**src/rtl/drive_pkg.sv**
```systemverilog
`default_nettype none
// ============================================================================
// Module      : drive_pkg
// Description : Shared definitions for the drive mode arbiter: state
//               encoding, driving-source indices, mode switch decode.
// Contents    : state_t, SRC_* indices, MODE_* switch codes, target_t,
//               decode_mode(), onehot3()
// Revision    : 1.0 - initial release
// ============================================================================
package drive_pkg;

  typedef enum logic [1:0] {
    ST_OFF    = 2'd0,
    ST_GRANT  = 2'd1,
    ST_DRAIN  = 2'd2,
    ST_SETTLE = 2'd3
  } state_t;

  localparam logic [1:0] SRC_MANUAL = 2'd0;
  localparam logic [1:0] SRC_SEMI   = 2'd1;
  localparam logic [1:0] SRC_AUTO   = 2'd2;

  localparam logic [1:0] MODE_HOLD   = 2'd0;
  localparam logic [1:0] MODE_SEMI   = 2'd1;
  localparam logic [1:0] MODE_AUTO   = 2'd2;
  localparam logic [1:0] MODE_MANUAL = 2'd3;

  // Decoded switch position: valid=0 means "no request, keep what we have".
  typedef struct packed {
    logic       valid;
    logic [1:0] src;
  } target_t;

  function automatic target_t decode_mode(input logic [1:0] sel);
    target_t t;
    t.valid = 1'b1;
    t.src   = SRC_MANUAL;
    case (sel)
      MODE_MANUAL: t.src = SRC_MANUAL;
      MODE_SEMI:   t.src = SRC_SEMI;
      MODE_AUTO:   t.src = SRC_AUTO;
      MODE_HOLD:   t.valid = 1'b0;
      default:     t.valid = 1'b0;
    endcase
    return t;
  endfunction

  // Index 3 is never a legal owner; it maps to an all-zero mask.
  function automatic logic [2:0] onehot3(input logic [1:0] idx);
    return 3'b001 << idx;
  endfunction

endpackage
`default_nettype wire

```
**src/rtl/btn_debounce.sv**
```systemverilog
`default_nettype none
// ============================================================================
// Module      : btn_debounce
// Description : Two-flop synchroniser followed by a stability filter. The
//               output level only moves after DEBOUNCE_CYCLES consecutive
//               synchronised samples that all disagree with it.
// Ports       : clk, rst (async, active-high), din (raw), level (filtered)
// Revision    : 1.0 - initial release
// ============================================================================
module btn_debounce #(
  parameter int DEBOUNCE_CYCLES = 2000000
) (
  input  logic clk,
  input  logic rst,
  input  logic din,
  output logic level
);

  localparam int               CNT_W    = $clog2(DEBOUNCE_CYCLES) + 1;
  localparam logic [CNT_W-1:0] CNT_LAST = CNT_W'(DEBOUNCE_CYCLES - 1);

  logic             sync1;
  logic             sync2;
  logic [CNT_W-1:0] cnt;

  always_ff @(posedge clk or posedge rst) begin
    if (rst) begin
      sync1 <= 1'b0;
      sync2 <= 1'b0;
    end else begin
      sync1 <= din;
      sync2 <= sync1;
    end
  end

  // cnt holds how many disagreeing samples preceded this one; any agreeing
  // sample restarts the run. It never exceeds CNT_LAST, so it cannot wrap.
  always_ff @(posedge clk or posedge rst) begin
    if (rst) begin
      cnt   <= '0;
      level <= 1'b0;
    end else if (sync2 == level) begin
      cnt <= '0;
    end else if (cnt >= CNT_LAST) begin
      level <= sync2;
      cnt   <= '0;
    end else begin
      cnt <= cnt + 1'b1;
    end
  end

endmodule
`default_nettype wire

```
**src/rtl/drive_mode_arbiter.sv**
```systemverilog
`default_nettype none
// ============================================================================
// Module      : drive_mode_arbiter
// Description : Owns the chassis outputs and grants them to one of three
//               driving sources (manual/semi/auto). Handles power on/off
//               from the power button and performs mode changes through a
//               brake (drain) and all-off (settle) handover.
// Ports       : clk, rst            - clock, async active-high reset
//               power_btn, mode_sel - raw button / mode switches
//               src_fwd/bwd/left/right/busy - per-source requests, bit i = src i
//               power_on, owner, src_en, switching, state - status outputs
//               move_forward/backward, turn_left/right   - chassis drive
// Revision    : 1.0 - initial release
// ============================================================================
module drive_mode_arbiter #(
  parameter int DEBOUNCE_CYCLES = 2000000,
  parameter int HOLD_CYCLES     = 100000000,
  parameter int SETTLE_CYCLES   = 10000000,
  parameter int DRAIN_TIMEOUT   = 50000000
) (
  input  logic       clk,
  input  logic       rst,
  input  logic       power_btn,
  input  logic [1:0] mode_sel,
  input  logic [2:0] src_fwd,
  input  logic [2:0] src_bwd,
  input  logic [2:0] src_left,
  input  logic [2:0] src_right,
  input  logic [2:0] src_busy,
  output logic       power_on,
  output logic [1:0] owner,
  output logic [2:0] src_en,
  output logic       switching,
  output logic       move_forward,
  output logic       move_backward,
  output logic       turn_left,
  output logic       turn_right,
  output logic [1:0] state
);

  import drive_pkg::*;

  localparam int MAX_HS = (HOLD_CYCLES > SETTLE_CYCLES) ? HOLD_CYCLES : SETTLE_CYCLES;
  localparam int MAX_DD = (DRAIN_TIMEOUT > DEBOUNCE_CYCLES) ? DRAIN_TIMEOUT : DEBOUNCE_CYCLES;
  localparam int MAX_P  = (MAX_HS > MAX_DD) ? MAX_HS : MAX_DD;
  localparam int CNT_W  = $clog2(MAX_P) + 1;

  localparam logic [CNT_W-1:0] HOLD_LIMIT  = CNT_W'(HOLD_CYCLES);
  localparam logic [CNT_W-1:0] DRAIN_LAST  = CNT_W'(DRAIN_TIMEOUT - 1);
  localparam logic [CNT_W-1:0] SETTLE_LAST = CNT_W'(SETTLE_CYCLES - 1);

  function automatic logic [CNT_W-1:0] sat_inc(input logic [CNT_W-1:0] v);
    return (&v) ? v : v + 1'b1;
  endfunction

  // --------------------------------------------------------------------------
  // Input conditioning
  // --------------------------------------------------------------------------
  logic       pwr_db;
  logic       pwr_db_q;
  logic [1:0] mode_db;
  target_t    tgt;
  logic       pwr_rise;

  btn_debounce #(.DEBOUNCE_CYCLES(DEBOUNCE_CYCLES)) u_pwr_db (
    .clk(clk), .rst(rst), .din(power_btn), .level(pwr_db)
  );
  btn_debounce #(.DEBOUNCE_CYCLES(DEBOUNCE_CYCLES)) u_mode1_db (
    .clk(clk), .rst(rst), .din(mode_sel[1]), .level(mode_db[1])
  );
  btn_debounce #(.DEBOUNCE_CYCLES(DEBOUNCE_CYCLES)) u_mode0_db (
    .clk(clk), .rst(rst), .din(mode_sel[0]), .level(mode_db[0])
  );

  assign tgt      = decode_mode(mode_db);
  assign pwr_rise = pwr_db & ~pwr_db_q;

  // --------------------------------------------------------------------------
  // Timers and power-off arming
  // --------------------------------------------------------------------------
  logic             arm;
  logic [CNT_W-1:0] hold_cnt;
  logic [CNT_W-1:0] drain_cnt;
  logic [CNT_W-1:0] settle_cnt;
  logic             hold_done;
  logic             drain_done;
  logic             settle_done;

  state_t     state_q;
  state_t     state_d;
  logic [1:0] owner_q;
  logic [1:0] owner_d;

  // arm only sets once the button has been seen released while powered, so
  // the press that powered us on can never also power us off.
  always_ff @(posedge clk or posedge rst) begin
    if (rst) begin
      pwr_db_q   <= 1'b0;
      arm        <= 1'b0;
      hold_cnt   <= '0;
      drain_cnt  <= '0;
      settle_cnt <= '0;
    end else begin
      pwr_db_q <= pwr_db;
      if (state_q == ST_OFF) begin
        arm      <= 1'b0;
        hold_cnt <= '0;
      end else begin
        if (!pwr_db) arm <= 1'b1;
        hold_cnt <= (arm && pwr_db) ? sat_inc(hold_cnt) : '0;
      end
      drain_cnt  <= (state_q == ST_DRAIN)  ? sat_inc(drain_cnt)  : '0;
      settle_cnt <= (state_q == ST_SETTLE) ? sat_inc(settle_cnt) : '0;
    end
  end

  assign hold_done   = hold_cnt >= HOLD_LIMIT;
  assign drain_done  = drain_cnt >= DRAIN_LAST;
  assign settle_done = settle_cnt >= SETTLE_LAST;

  // --------------------------------------------------------------------------
  // FSM: state register
  // --------------------------------------------------------------------------
  always_ff @(posedge clk or posedge rst) begin
    if (rst) begin
      state_q <= ST_OFF;
      owner_q <= SRC_MANUAL;
    end else begin
      state_q <= state_d;
      owner_q <= owner_d;
    end
  end

  // --------------------------------------------------------------------------
  // FSM: next state
  // --------------------------------------------------------------------------
  logic busy_owner;
  assign busy_owner = |(src_busy & onehot3(owner_q));

  always_comb begin
    state_d = state_q;
    owner_d = owner_q;
    if (state_q != ST_OFF && hold_done) begin
      state_d = ST_OFF;
    end else begin
      case (state_q)
        ST_OFF: begin
          if (pwr_rise) begin
            state_d = ST_GRANT;
            owner_d = tgt.valid ? tgt.src : SRC_MANUAL;
          end
        end
        ST_GRANT: begin
          if (tgt.valid && tgt.src != owner_q) state_d = ST_DRAIN;
        end
        ST_DRAIN: begin
          if (!busy_owner || drain_done) state_d = ST_SETTLE;
        end
        ST_SETTLE: begin
          // Only the target seen at the end of the gap counts; "no request"
          // falls back to the previous owner.
          if (settle_done) begin
            state_d = ST_GRANT;
            if (tgt.valid) owner_d = tgt.src;
          end
        end
        default: state_d = ST_OFF;
      endcase
    end
  end

  // --------------------------------------------------------------------------
  // FSM: output decode (from the next state, so registered outputs line up
  // with the state register)
  // --------------------------------------------------------------------------
  logic       power_on_d;
  logic [1:0] owner_out_d;
  logic [2:0] src_en_d;
  logic       switching_d;
  logic       fwd_d;
  logic       bwd_d;
  logic       left_d;
  logic       right_d;

  always_comb begin
    logic [2:0] sel;
    logic       f, b, l, r;
    sel         = onehot3(owner_d);
    f           = |(src_fwd & sel);
    b           = |(src_bwd & sel);
    l           = |(src_left & sel);
    r           = |(src_right & sel);
    power_on_d  = (state_d != ST_OFF);
    owner_out_d = power_on_d ? owner_d : 2'd0;
    src_en_d    = (state_d == ST_GRANT || state_d == ST_DRAIN) ? sel : 3'b000;
    switching_d = (state_d == ST_DRAIN || state_d == ST_SETTLE);
    fwd_d       = 1'b0;
    bwd_d       = 1'b0;
    left_d      = 1'b0;
    right_d     = 1'b0;
    if (state_d == ST_GRANT) begin
      // Opposing requests cancel rather than letting one side win.
      fwd_d   = f & ~b;
      bwd_d   = b & ~f;
      left_d  = l & ~r;
      right_d = r & ~l;
    end
  end

  always_ff @(posedge clk or posedge rst) begin
    if (rst) begin
      power_on      <= 1'b0;
      owner         <= 2'd0;
      src_en        <= 3'b000;
      switching     <= 1'b0;
      move_forward  <= 1'b0;
      move_backward <= 1'b0;
      turn_left     <= 1'b0;
      turn_right    <= 1'b0;
    end else begin
      power_on      <= power_on_d;
      owner         <= owner_out_d;
      src_en        <= src_en_d;
      switching     <= switching_d;
      move_forward  <= fwd_d;
      move_backward <= bwd_d;
      turn_left     <= left_d;
      turn_right    <= right_d;
    end
  end

  assign state = state_q;

endmodule
`default_nettype wire

```
**config.mk**
```make
export PLATFORM = sky130hd
export DESIGN_NAME = drive_mode_arbiter
export DESIGN_NICKNAME = d
export VERILOG_FILES = /design/src/rtl/drive_pkg.sv /design/src/rtl/btn_debounce.sv /design/src/rtl/drive_mode_arbiter.sv
export SDC_FILE = /design/constraint.sdc
export NUM_CORES = 1
export LEC_CHECK = 0
export CAP_MARGIN = 20
export CORE_MARGIN = 2
export CORE_UTILIZATION = 40
export DETAILED_ROUTE_END_ITERATION = 16
export HOLD_SLACK_MARGIN = 0.03
export PLACE_DENSITY = 0.67
export SETUP_SLACK_MARGIN = 0.4
export SLEW_MARGIN = 40
export SYNTH_ARGS = -nofsm -noshare
export SYNTH_HDL_FRONTEND = slang
export SYNTH_SLANG_ARGS = --single-unit
```
**constraint.sdc**
```tcl
create_clock -name clk -period 12.5 [get_ports clk]
set_input_delay 2.5 -clock clk [delete_from_list [all_inputs] [get_ports clk]]
set_output_delay 2.5 -clock clk [all_outputs]
set_load 0.005 [all_outputs]
```
==> run metrics, run 1 <==
Final Core Density=0.463; Core Rows=54; WHS Path Cells=0; antenna-violating nets left=0; crit end category=register; total CTS buffers=17; cts hold-fix bufs=0; critical-path cell list=clkdlybuf4s50_1 -> nor2_1 -> o22ai_1 -> o311ai_0 -> a31o_2 -> ha_1 -> inv_1 -> a31o_2 -> a211oi_2; residual DRC count=0; asr flop ratio synth=1.00; Clock Latency Late Sink=430 ps; max incr delay on CP=450 ps; Initial Util=0.407; critical path peak fanout=3; GRT Residual Overflow=0; first-pass GRT wire length=29500 microns; Syn. warnings=0; Setup TNS=0 ps; MaxCap Viol Count=0; Internal Power=1.02 mW; Post-synth top flop=dfrtp_1; Yosys reg bits=176; dpl cells=1216; Post-synth EDFFs=0; worst path bufs/invs=2; Seq pwr share=0.443; clock share of power=0.392; Reg2Reg Depth=11; dpl hpwl=11500 microns; Worst-Margin Slew=800 ps; multi-input logic area=0.00423 sq mm; RSZ-0062 raised after global routing=false; root buf cell=clkbuf_16; area delta synth->final=13.8%; initial antenna violation count=0; crit path DAT=4380 ps; 1st-pass router iterations=4; die extent in y=153 microns; CTS max path bufs=2; largest net degree at the start of global routing=100; Final Critical Period=4070 ps; crit-path leading delay family=compound AO/OA/AOI/OAI gates; Area after DPL=0.00946 sq mm; CTS H-tree depth=4; setup bufs post-CTS=0; status=finished clean; Filler cells=2099; CP max-delay cell=clkdlybuf4s50_1; synthesized area=0.00884 sq mm; Finished Cell Area=0.0101 sq mm; combinational share of power=0.165; Leak=4.12 nW; WP data required=12800 ps; CTS resizes=0; Fmax achieved=246 MHz; clk_skew=11.4 ps; Crit path depth=9; Net Sw Frac=0.271; pwr dens=138 mW/mm^2; Worst-path clk slew=60 ps; Syn Area/Cell=9.59 sq um; Distinct cells, synth=67; core area=0.0218 sq mm; DIE AREA=0.0233 sq mm; Setup crit start kind=primary input; Reg area=0.00440 sq mm; Max-slew headroom=0.466; Peak VDD IR=0.107 mV; GP Congestion=0.789; number of global-route vias before repair=6211; CP most frequent cell=a31o_2; IO Pins=33; Setup Viol. Count Final=0; CTS tree=done; worst min-delay path class=register to register; final wirelength=16900 microns; Die W=153 microns; via count=6485; Final Non-Filler Cells=1248; Crit Path Class=primary input to register; clk sink count=176; P_sw=0.377 mW; Nets=991; Iteration-0 DRC Markers=366; sequential area share after synthesis=0.498; max-slew violation count=0; Overall Global Routing Usage=0.151; final hold violations=0; antenna diode count=0; layout cell share with drive strength beyond 1=0.0599; vias per inst=5.20; Port Buf Inserts=32; final period utilization=0.326; WL/cell=13.6 microns; Mapped Cells=922
==> power by group through the flow <==
stage                     clock, mW  combinational [mW]  sequential [mW]
after global routing          0.583               0.257            0.620
final                         0.545               0.230            0.617
after CTS                     0.558               0.233            0.618
after floorplan                   0               0.155            0.621
after detailed placement          0               0.233            0.628
after global placement            0               0.226            0.628
==> cells by family after synthesis <==
family | count (synthesis) | synth area share
XOR/XNOR | 129 | 0.128
adder cells (fa/ha/maj) | 16 | 0.0226
multiplexers | 3 | 0.00368
AO/OA/AOI/OAI | 87 | 0.0688
flip-flops | 176 | 0.498
AND/OR/NAND/NOR | 455 | 0.254
buffers and inverters | 55 | 0.0246
other | 1 | 0.000424
==> flip-flops by register name, summed over array words and instances (netlist names), 2 cells and up <==
| register | flops |
|---|---|
| src_en | 3 |
| hold_cnt | 28 |
| state | 2 |
| drain_cnt | 28 |
| u_mode0_db.cnt | 22 |
| settle_cnt | 28 |
| u_pwr_db.cnt | 22 |
| owner | 2 |
| owner_q | 2 |
| u_mode1_db.cnt | 22 |
==> final cells by class <==
type | count | area share
Multi-Input combinational cell | 693 | 0.420
Timing Repair Buffer | 35 | 0.0344
Sequential cell | 176 | 0.437
Inverter | 32 | 0.0127
Clock buffer | 23 | 0.0475
Tap cell | 280 | 0.0348
Clock inverter | 9 | 0.0129
==> cell usage in the layout, fill, tap and decap left out, types with 6 or more instances in the layout <==
cell type,n
xor2_1,68
and3_1,30
xnor2_1,61
o21ai_0,21
nand2_1,57
nand3_1,66
clkdlybuf4s50_1,32
clkbuf_16,17
nor3_1,23
nand2b_1,8
nor4_1,15
ha_1,16
and4_1,6
nor2_1,178
inv_1,29
a21oi_1,17
nand4_1,31
and2_1,7
or3_1,8
dfrtp_1,176
o21bai_1,6
==> Yosys cell counts, types with 3 or more instances <==
master    instances  area (sq um)
a21o_1            4          30.0
o21ai_0          21           105
dfrtp_1         176          4400
o2111a_1          3          33.8
a21oi_1          17          85.1
nand2_1          57           214
xnor2_1          61           534
nand2b_1          8          50.1
a31o_2            4          35.0
and3_1           30           188
clkbuf_1         19          71.3
a41oi_1           4          35.0
a211oi_2          3          37.5
ha_1             16           200
nand4_1          31           194
nor4_1           15          93.8
nand3_1          66           330
nor2_1          178           668
and2_1            7          43.8
xor2_1           68           596
nor3_1           23           115
a31oi_1           5          31.3
and4_1            6          52.6
a211oi_1          3          22.5
inv_1            31           116
o21bai_1          6          45.0
nor2b_1           4          25.0
or3_1             8          50.1
==> routing by layer <==
layer,share of wire,wire length [microns],track usage,up-vias
li1,-,-,-,3216
met1,0.48,8210,0.208,3188
met2,0.48,8090,0.242,68
met3,0.025,429,0.0310,13
met4,0.013,214,0.0476,0
met5,0,0,0,-
==> metrics by stage <==
step | worst slack, ps | hold WS, ps | power [mW]
5_1_grt | 8360 | 354 | 1.46
6_report | 8430 | 347 | 1.39
4_1_cts | 8410 | 349 | 1.41
3_5_place_dp | 7970 | 335 | 0.861
2_1_floorplan | 5230 | 331 | 0.775
3_3_place_gp | 7760 | 337 | 0.854
==> final timing paths <==
kind                                           to        startpoint  slack [ps]
worst max-delay path                 move_forward       src_busy[0]        8430
worst min-delay path             u_mode0_db.sync2  u_mode0_db.sync1         350
worst max register to register          turn_left      drain_cnt[0]        9550
worst min register to register   u_mode0_db.sync2  u_mode0_db.sync1         350
max in group asynchronous             hold_cnt[2]               rst        8730
min in group asynchronous       u_mode0_db.cnt[2]               rst        2590
Note: power is estimated with default switching activity, not from simulation.
==> run 2, diff against run 1 <==
--- a/config.mk
+++ b/config.mk
@@ -10,7 +10,7 @@
 export CORE_UTILIZATION = 40
 export DETAILED_ROUTE_END_ITERATION = 16
 export HOLD_SLACK_MARGIN = 0.03
-export PLACE_DENSITY = 0.67
+export PLACE_DENSITY = 0.69
 export SETUP_SLACK_MARGIN = 0.4
 export SLEW_MARGIN = 40
 export SYNTH_ARGS = -nofsm -noshare
==> constraint.sdc (replaced) <==
create_clock -name clk -period 3.6 [get_ports clk]
set_input_delay 0.72 -clock clk [delete_from_list [all_inputs] [get_ports clk]]
set_output_delay 0.72 -clock clk [all_outputs]
set_load 0.005 [all_outputs]
==> run 2 against run 1 <==
Effect of this change: utilization decreased by 0.052 points; clock-buffer cell count unchanged; clock power increased to 3.2 times the previous value; largest power group unchanged; sequential power increased to 3.5 times the previous value; global-route usage increased by 0.080 points; setup slack got worse by 7700 ps; combinational power increased to 3.5 times the previous value; power increased to 3.4 times the previous value; critical path depth increased by 3; cell area decreased by 0.11%; critical endpoint unchanged; clock skew decreased by 3.2 ps.
==> run metrics, run 2 (synthesized netlist as in run 1, its figures left out) <==
layout cell share with drive strength beyond 1=0.0599 (about the same); crit-path leading delay family=compound AO/OA/AOI/OAI gates (unchanged); Setup Viol. Count Final=0 (unchanged); Setup TNS=0 ps (unchanged); multi-input logic area=0.00423 sq mm (unchanged); critical-path cell list=inv_1 -> ha_1 -> nor4b_1 -> o2111a_1 -> a21oi_1 -> and2_1 -> nor2b_1 -> a31o_2 -> ha_1 -> inv_1 -> a31o_2 -> a211oi_2 (was clkdlybuf4s50_1 -> nor2_1 -> o22ai_1 -> o311ai_0 -> a31o_2 -> ha_1 -> inv_1 -> a31o_2 -> a211oi_2); root buf cell=clkbuf_16 (unchanged); Final Critical Period=2870 ps; R2R Setup Slk=730 ps (was 9550 ps); Final Core Density=0.462 (was 0.463); IO Pins=33 (unchanged); largest registers=drain_cnt x28, hold_cnt x28, settle_cnt x28 (unchanged); clk_skew=8.24 ps (was 11.4 ps); final hold violations=0 (unchanged); CP max-delay cell=dfrtp_1 (was clkdlybuf4s50_1); total CTS buffers=17 (unchanged); die extent in y=153 microns (unchanged); clk sink count=176 (unchanged); worst min-delay path class=register to register (unchanged); Iteration-0 DRC Markers=284 (was 366); Critical R2R Launch=state[0] (was drain_cnt[0]); Initial Util=0.407 (unchanged); max-slew violation count=0 (unchanged); Worst R2R End=move_forward (was turn_left); final period utilization=0.797; vias per inst=5.20 (about the same); commonest non-fill, non-tap cell in the layout=nor2_1 (unchanged); GP Congestion=0.812 (was 0.789); crit path DAT=3170 ps (was 4380 ps); worst slack, placed=765 ps (was 7970 ps); 1st-pass router iterations=4 (unchanged); Nets=994 (was 991); core area=0.0218 sq mm (unchanged); CTS resizes=0 (unchanged); most frequent cells in the layout=178 x nor2_1, 176 x dfrtp_1, 68 x xor2_1 (unchanged); Core Rows=54 (unchanged); setup bufs post-CTS=0 (unchanged); critical path peak fanout=11 (was 3); worst path bufs/invs=2 (unchanged); cts hold-fix bufs=0 (unchanged); Setup crit start kind=register (was primary input); final worst setup slack=732 ps (was 8430 ps); via count=6500 (was 6485); Crit path depth=12 (was 9); CTS tree=done (unchanged); CTS H-tree depth=4 (unchanged); largest net degree at the start of global routing=71 (was 100); first-pass GRT wire length=29700 microns (was 29500 microns); Crit Path Class=register to register (was primary input to register); Tot Pwr=4.69 mW (was 1.39 mW); WP data required=3900 ps (was 12800 ps); MaxCap Viol Count=0 (unchanged); antenna diode count=0 (unchanged); Critical path origin=state[0] (was src_busy[0]); hold_ws=346 ps (was 347 ps); residual DRC count=0 (unchanged); Die W=153 microns (unchanged); Worst-path clk slew=70 ps (was 60 ps); max incr delay on CP=490 ps (was 450 ps); WL/cell=13.6 microns (about the same); Worst-Margin Slew=777 ps (was 800 ps); HP Start=u_mode0_db.sync1 (unchanged); Critical Path Sink=move_forward (unchanged); area delta synth->final=13.7% (was 13.8%); Peak VDD IR=0.270 mV (was 0.107 mV); Fmax achieved=349 MHz; RSZ-0062 raised after global routing=false (unchanged); CTS max path bufs=2 (unchanged); crit end category=register (unchanged); Overall Global Routing Usage=0.152 (was 0.151); final wirelength=17000 microns (was 16900 microns); initial antenna violation count=0 (unchanged); dpl hpwl=11900 microns (was 11500 microns); Max-slew headroom=0.482 (was 0.466); Reg2Reg Depth=12 (was 11); Port Buf Inserts=32 (unchanged); Reg area=0.00440 sq mm (unchanged); status=finished clean (unchanged); number of global-route vias before repair=6406 (was 6211); Clock Latency Late Sink=420 ps (was 430 ps); pwr dens=467 mW/mm^2 (was 138 mW/mm^2); Leak=4.11 nW (was 4.12 nW); Filler cells=2061 (was 2099); GRT Residual Overflow=0 (unchanged); antenna-violating nets left=0 (unchanged); DIE AREA=0.0233 sq mm (unchanged)
==> run 2: changes by cell type in the layout (fill, tap and decap cells not counted), moves of 2 or more <==
| cell | change |
|---|---|
| buf_12 | +2 |
| buf_4 | +2 |
| bufinv_16 | -2 |
| clkinv_2 | -2 |
| clkinvlp_4 | +2 |
==> run 2: worst reg2reg max path: cells and delay by family, from the launching register on <==
family | cells | cell delay [ps]
AOI/OAI and AO/OA | 5 | 790
adders and majority gates | 2 | 590
buffers and inverters | 2 | 220
and+or+nand+nor | 3 | 650
DFF | 1 | 490
==> run 2: power breakdown <==
group | internal [mW] | switching, mW | total [mW]
clock | 1.01 | 0.746 | 1.75
combinational | 0.325 | 0.474 | 0.798
sequential | 2.06 | 0.0809 | 2.14
==> run 2: routing by layer <==
layer	vias up	GRT usage	share of wire
li1	3228	-	-
met1	3179	0.203	0.48
met5	-	0	0
met2	71	0.251	0.48
met3	22	0.0347	0.025
met4	0	0.0406	0.013
==> run 2: worst min path at each step <==
stage / endpoint / cells after the start / slack [ps]
2_1_floorplan: u_mode0_db.sync2 / 0 / 330
3_3_place_gp: u_mode0_db.sync2 / 0 / 340
3_5_place_dp: u_mode0_db.sync2 / 0 / 330
4_1_cts: u_mode0_db.sync2 / 0 / 350
5_1_grt: u_mode0_db.sync2 / 0 / 360
6_report: u_mode0_db.sync2 / 0 / 350
==> run 2: cell type report <==
cell class              count  area share
repair buffers             38      0.0388
clock buffers              23      0.0475
clock inverters             7     0.00784
multi-input cells         693       0.421
inverters                  32      0.0123
well taps                 280      0.0348
flip-flops and latches    176       0.438
==> run 2: through the flow <==
step / std cells / instance area, sq um
6_report: 1249 / 10100
5_1_grt: 1249 / 10100
4_1_cts: 1248 / 10000
3_5_place_dp: 1218 / 9490
3_3_place_gp: 1218 / 9490
2_1_floorplan: 924 / 8860
